File: src/rtl/pc_sequencer_pkg.sv
// Shared definitions for the fetch-stage PC sequencer: datapath width,
// FSM state encoding, default reset PC / increment, and the helper that
// produces the PC alignment mask for a given increment.
package pc_sequencer_pkg;

  localparam int unsigned XLEN = 32;

  typedef logic [XLEN-1:0] word_t;

  localparam word_t       DEFAULT_RESET_PC = 32'h0000_0000;
  localparam int unsigned DEFAULT_INC      = 4;

  typedef enum logic [1:0] {
    ST_IDLE  = 2'd0,
    ST_FETCH = 2'd1,
    ST_DRAIN = 2'd2,
    ST_HOLD  = 2'd3
  } state_e;

  // Bits of a PC that must be zero for a fetch of size `inc` (inc is a power of two).
  function automatic word_t low_mask(input int unsigned inc);
    return word_t'(inc - 1);
  endfunction

endpackage

File: src/rtl/pc_sequencer_if.sv
// Bundle of everything the PC sequencer exchanges with instruction memory,
// decode and execute. `master` is the sequencer's view, `slave` is the
// view of the surrounding pipeline/memory.
interface pc_sequencer_if;
  import pc_sequencer_pkg::*;

  // Pipeline control
  logic  stall;
  logic  redirect_valid;
  word_t redirect_pc;

  // Instruction memory handshake
  logic  imem_req;
  word_t imem_addr;
  logic  imem_ack;
  word_t imem_rdata;

  // Towards decode / PC buffer
  logic  instr_valid;
  word_t instr;
  word_t instr_pc;
  word_t pc_next;
  logic  misalign;

  modport master (
    input  stall, redirect_valid, redirect_pc, imem_ack, imem_rdata,
    output imem_req, imem_addr, instr_valid, instr, instr_pc, pc_next, misalign
  );

  modport slave (
    output stall, redirect_valid, redirect_pc, imem_ack, imem_rdata,
    input  imem_req, imem_addr, instr_valid, instr, instr_pc, pc_next, misalign
  );

endinterface

File: src/rtl/pc_sequencer.sv
// Fetch-stage controller: owns the PC, issues one instruction fetch at a
// time over a req/ack handshake, applies redirects from execute and holds
// the fetched instruction while decode stalls. Every output is a register.
// INC must be a power of two no smaller than 4.
module pc_sequencer
  import pc_sequencer_pkg::*;
#(
  parameter word_t       RESET_PC = DEFAULT_RESET_PC,
  parameter int unsigned INC      = DEFAULT_INC
) (
  input logic            clk,
  input logic            rst,
  pc_sequencer_if.master bus
);

  localparam word_t LOW_MASK = low_mask(INC);
  localparam word_t INC_W    = word_t'(INC);

  state_e state_q, state_d;

  word_t pc_q, pc_d;
  word_t instr_q, instr_d;
  word_t instr_pc_q, instr_pc_d;
  logic  valid_q, valid_d;
  logic  misalign_q, misalign_d;
  logic  req_q, req_d;
  word_t addr_q, addr_d;

  word_t redirect_target;
  logic  redirect_misaligned;
  word_t pc_inc;

  assign redirect_target     = bus.redirect_pc & ~LOW_MASK;
  assign redirect_misaligned = |(bus.redirect_pc & LOW_MASK);
  assign pc_inc              = pc_q + INC_W;  // wraps modulo 2^32 by width

  // State register.
  // NOTE: sequential blocks use non-blocking (<=) so every flop samples
  // pre-edge values regardless of statement order.
  always_ff @(posedge clk or posedge rst) begin
    if (rst) state_q <= ST_IDLE;
    else     state_q <= state_d;
  end

  // Next-state logic; a redirect outranks the ack/stall decisions.
  // NOTE: each combinational output gets a default first so no path
  // leaves it unassigned and no latch is inferred.
  always_comb begin
    state_d = state_q;
    unique case (state_q)
      ST_IDLE: state_d = ST_FETCH;
      ST_FETCH: begin
        if (bus.redirect_valid)
          // With ack in hand the old request is finished; otherwise it must drain.
          state_d = bus.imem_ack ? ST_FETCH : ST_DRAIN;
        else if (bus.imem_ack)
          state_d = bus.stall ? ST_HOLD : ST_FETCH;
      end
      // The outstanding request completes on ack; a redirect arriving in the
      // same cycle only retargets pc, there is nothing left to drain.
      ST_DRAIN: if (bus.imem_ack) state_d = ST_FETCH;
      ST_HOLD:  if (bus.redirect_valid || !bus.stall) state_d = ST_FETCH;
      default:  state_d = ST_IDLE;
    endcase
  end

  // Next values of the PC, the instruction buffer and the memory request.
  always_comb begin
    pc_d       = pc_q;
    instr_d    = instr_q;
    instr_pc_d = instr_pc_q;
    valid_d    = valid_q;
    misalign_d = 1'b0;

    if (bus.redirect_valid) begin
      pc_d       = redirect_target;
      valid_d    = 1'b0;
      misalign_d = redirect_misaligned;
    end else if (state_q == ST_FETCH) begin
      if (bus.imem_ack) begin
        instr_d    = bus.imem_rdata;
        instr_pc_d = pc_q;
        valid_d    = 1'b1;
        pc_d       = pc_inc;
      end else if (!bus.stall) begin
        // Decode consumed the previous instruction and nothing new arrived.
        valid_d = 1'b0;
      end
    end

    // Request follows the state we are entering; a drain keeps the old address.
    req_d  = (state_d == ST_FETCH) || (state_d == ST_DRAIN);
    addr_d = (state_d == ST_DRAIN) ? addr_q : pc_d;
  end

  // Datapath and output registers.
  always_ff @(posedge clk or posedge rst) begin
    if (rst) begin
      pc_q       <= RESET_PC;
      instr_q    <= '0;
      instr_pc_q <= '0;
      valid_q    <= 1'b0;
      misalign_q <= 1'b0;
      req_q      <= 1'b0;
      addr_q     <= RESET_PC;
    end else begin
      pc_q       <= pc_d;
      instr_q    <= instr_d;
      instr_pc_q <= instr_pc_d;
      valid_q    <= valid_d;
      misalign_q <= misalign_d;
      req_q      <= req_d;
      addr_q     <= addr_d;
    end
  end

  assign bus.imem_req    = req_q;
  assign bus.imem_addr   = addr_q;
  assign bus.instr_valid = valid_q;
  assign bus.instr       = instr_q;
  assign bus.instr_pc    = instr_pc_q;
  assign bus.pc_next     = pc_q;
  assign bus.misalign    = misalign_q;

endmodule

File: src/flat_wrapper.sv
// flat-port wrapper written by rule: the top's interface ports become plain ports
module pc_sequencer_flat import pc_sequencer_pkg::*;
#(
  parameter word_t       RESET_PC = DEFAULT_RESET_PC,
  parameter int unsigned INC      = DEFAULT_INC
)
  (clk, rst, bus_stall, bus_redirect_valid, bus_redirect_pc, bus_imem_ack, bus_imem_rdata, bus_imem_req, bus_imem_addr, bus_instr_valid, bus_instr, bus_instr_pc, bus_pc_next, bus_misalign);
  pc_sequencer_if bus_i ();
  input logic clk;
  input logic rst;
  input wire logic [$bits(bus_i.stall)-1:0] bus_stall;
  input wire logic [$bits(bus_i.redirect_valid)-1:0] bus_redirect_valid;
  input wire logic [$bits(bus_i.redirect_pc)-1:0] bus_redirect_pc;
  input wire logic [$bits(bus_i.imem_ack)-1:0] bus_imem_ack;
  input wire logic [$bits(bus_i.imem_rdata)-1:0] bus_imem_rdata;
  output wire logic [$bits(bus_i.imem_req)-1:0] bus_imem_req;
  output wire logic [$bits(bus_i.imem_addr)-1:0] bus_imem_addr;
  output wire logic [$bits(bus_i.instr_valid)-1:0] bus_instr_valid;
  output wire logic [$bits(bus_i.instr)-1:0] bus_instr;
  output wire logic [$bits(bus_i.instr_pc)-1:0] bus_instr_pc;
  output wire logic [$bits(bus_i.pc_next)-1:0] bus_pc_next;
  output wire logic [$bits(bus_i.misalign)-1:0] bus_misalign;
  assign bus_i.stall = bus_stall;
  assign bus_i.redirect_valid = bus_redirect_valid;
  assign bus_i.redirect_pc = bus_redirect_pc;
  assign bus_i.imem_ack = bus_imem_ack;
  assign bus_i.imem_rdata = bus_imem_rdata;
  assign bus_imem_req = bus_i.imem_req;
  assign bus_imem_addr = bus_i.imem_addr;
  assign bus_instr_valid = bus_i.instr_valid;
  assign bus_instr = bus_i.instr;
  assign bus_instr_pc = bus_i.instr_pc;
  assign bus_pc_next = bus_i.pc_next;
  assign bus_misalign = bus_i.misalign;
  pc_sequencer #(.RESET_PC(RESET_PC), .INC(INC)) u_core (.clk(clk), .rst(rst), .bus(bus_i));
endmodule
File: config.mk
export PLATFORM = sky130hd
export DESIGN_NAME = pc_sequencer_flat
export DESIGN_NICKNAME = d
export VERILOG_FILES = /design/src/rtl/pc_sequencer_pkg.sv /design/src/rtl/pc_sequencer_if.sv /design/src/rtl/pc_sequencer.sv /design/src/flat_wrapper.sv
export SDC_FILE = /design/constraint.sdc
export NUM_CORES = 1
export LEC_CHECK = 0
export BUFFER_PORTS_ARGS = -buffer_cell sky130_fd_sc_hd__buf_4
export CORE_MARGIN = 2
export CORE_UTILIZATION = 50
export DETAILED_ROUTE_END_ITERATION = 7
export PLACE_DENSITY = 0.9
export SLEW_MARGIN = 10
export SYNTH_ARGS = -nofsm -noshare
export SYNTH_HDL_FRONTEND = slang
export SYNTH_SLANG_ARGS = --single-unit
File: constraint.sdc
create_clock -name clk -period 4.7 [get_ports clk]
set_input_delay 0.47 -clock clk [delete_from_list [all_inputs] [get_ports clk]]
set_output_delay 0.47 -clock clk [all_outputs]
set_load 0.05 [all_outputs]
==> run summary <==
final setup vio count: 0
Post-Syn Area per Cell: 12.7 µm²
CTS sink cnt: 133
Via Count: 4,578
# DRC: 0
total leakage power: 0.00377 µW
Routability Congestion: 0.824
Reg clk slew, reported paths: 60 ps
part of the cycle the worst path needs: 65.9%
layout cells sized above 1: 49.7%
Final Cell Area: 8050 µm²
TritonCTS clock tree: done
Total Routing Usage GR: 25.4%
status: finished, final reports clean
initial core utilization: 51.0%
Net Count, Synth: 531
TritonCTS Buffers: 17
Placeable Area: 11,400 µm²
TritonRoute pass-1 iters: 5
#FFs+latches synth: 133
Post-DP Area: 7420 µm²
Mapped Cells: 460
site row count: 39
largest net degree at the start of global routing: 93
Crit Path Class: flip-flop to flip-flop
vias in the first global route: 4,848
Die Ht: 112 µm
Rel. slew slack: 19.3%
Worst path max stage delay: 860 ps
post-route minimum period: 3100 ps
Crit path required time: 5040 ps
Placed Cells: 781
most frequent CP cell: a22o_1
critical path endpoint category: flip-flop
H-Tree Depth: 4
worst path cell trace: nor2_1 -> a22o_1 -> a22o_1 -> ha_1 -> inv_1 -> nand2_1 -> o22ai_1 -> a21oi_1
most common cell after layout, fill and taps aside: buf_4
HP Class: input pin to asynchronous set/reset pin
die footprint: 12,500 µm²
Synth Warn #: 0
reg-to-reg startpoint: u_core.state_q[1]
# port buffers: 199
IO Pins: 200
post-synthesis sequential area ratio: 57.1%
Post-synth EDFFs: 0
TNS Setup: 0 ps
Worst R2R End: u_core.bus.imem_addr[13]
FFs w/ async S/R, synth: 100%
Final #Nets: 728
Layout Area Growth over Synthesis: 38.2%
Inserted Diodes: 0
first-pass GRT wire length: 24.9 mm
main flop type after synthesis: dfrtp_1
Die Wd: 112 µm
synth unique cells: 47
most frequent cells in the layout: 203 x buf_4, 133 x dfrtp_1, 87 x mux2_2
CP startpoint kind: flip-flop
setup bufs post-CTS: 0
critical path data arrival time: 3430 ps
worst-path fanout max: 27
DP Wirelength: 11.1 mm
# hold bufs at CTS: 0
Layout Skew: 6.28 ps
Reg2Reg Depth: 8
Avg WL per Cell: 19.2 µm
antenna violations before repair: 0
slew at the pin closest to its max-slew limit: 1210 ps
CP max-delay cell: ha_1
number of max-cap violations: 0
synthesized area: 5830 µm²
grt ovf: 0
clk buf depth: 2
RSZ-0062 raised after global routing: false
power per cell area: 572 nW/µm²
root buf cell: clkbuf_16
post-route total power: 4600 µW
Clk Latency, worst-skew pair: 410 ps
post_cts resized: 0
antenna viol nets, final: 0
Final Hold Fails: 0
largest vdd supply drop: 0.442 mV
1st-iter DRT viols: 325
crit path launch: u_core.state_q[1]
Detailed Route WL: 15.7 mm
final cell count without fillers: 813
worst reg2reg setup slack: 1600 ps
Max Clk Rate: 323 MHz
vias per cell: 5.63
Final Max Tran Viols: 0
## critical path: cells and delay by family (launching register included)
| kind | cells | cell delay, ps |
|---|---|---|
| buf+inv | 1 | 670 |
| flops | 1 | 440 |
| compound gates | 4 | 560 |
| simple gates | 2 | 480 |
| fa+ha+maj | 1 | 860 |
## logic make-up after synthesis
logic type               share of synthesized area, %
multiplexers                                     17.0
AND/OR/NAND/NOR                                  11.6
AO/OA/AOI/OAI                                    7.56
buffers and inverters                            2.66
adder cells (fa/ha/maj)                         0.429
XOR/XNOR                                         3.61
flip-flops                                       57.1
## registers in the layout (all words and copies together), names as in the netlist
| register | cells |
|---|---|
| u_core.bus.imem_addr | 32 |
| u_core.bus.instr | 32 |
| u_core.bus.instr_pc | 32 |
| u_core.bus.pc_next | 32 |
| u_core.state_q | 2 |
| u_core.bus.imem_req | 1 |
| u_core.bus.instr_valid | 1 |
| u_core.bus.misalign | 1 |
## where the power goes
group / switching, µW / total (µW) / internal [µW]
sequential: 176 / 1560 / 1380
combinational: 1130 / 1670 / 544
clock: 470 / 1370 / 902
## synthesized netlist by cell type, types with 7 or more instances
cell type | count | share of area (%)
clkbuf_1 | 15 | 0.97
xnor2_1 | 15 | 2.3
a21o_1 | 10 | 1.3
nand4_1 | 13 | 1.4
nand2_1 | 28 | 1.8
a22o_1 | 12 | 1.8
nand3_1 | 17 | 1.5
buf_2 | 7 | 0.60
mux2_2 | 87 | 17
nor2_1 | 10 | 0.64
nor2b_1 | 7 | 0.75
xor2_1 | 9 | 1.4
a21oi_1 | 9 | 0.77
dfrtp_1 | 133 | 57
o21ai_0 | 14 | 1.2
inv_1 | 11 | 0.71
## area by class of cell
class                   count  area (µm²)
multi-input cells         291        2350
clock buffers              24         502
inverters                  11        46.3
flip-flops and latches    133        3330
repair buffers            203        1520
clock inverters             8         120
well taps                 143         179
fillers                   814        3370
## through the flow
| step | setup slack, ps | hold WS [ps] | utilization [%] |
|---|---|---|---|
| 2_1_floorplan | 676 | 575 | - |
| 3_3_place_gp | 1580 | 482 | 65.0 |
| 3_5_place_dp | 1350 | 496 | 65.0 |
| 4_1_cts | 1650 | 248 | 70.5 |
| 5_1_grt | 1280 | 260 | 70.5 |
| 6_report | 1600 | 192 | 70.5 |
## worst max path at each step
stage	to	slack, ps
6_report	u_core.bus.imem_addr[13]	1600
5_1_grt	u_core.bus.imem_addr[9]	1280
4_1_cts	u_core.bus.imem_addr[13]	1650
3_5_place_dp	u_core.bus.imem_addr[13]	1350
3_3_place_gp	u_core.bus.imem_addr[5]	1580
2_1_floorplan	u_core.bus.imem_addr[0]	680
## per-layer routing
metal / wire, µm / global-route usage (%) / vias to the layer above / share of wire [%]
li1: - / - / 2056 / -
met1: 6230 / 31.8 / 2297 / 40
met2: 8110 / 43.3 / 207 / 52
met3: 1070 / 6.48 / 18 / 6.8
met4: 234 / 8.62 / 0 / 1.5
met5: 0 / 0 / - / 0
(Power assumes the default switching activity.)
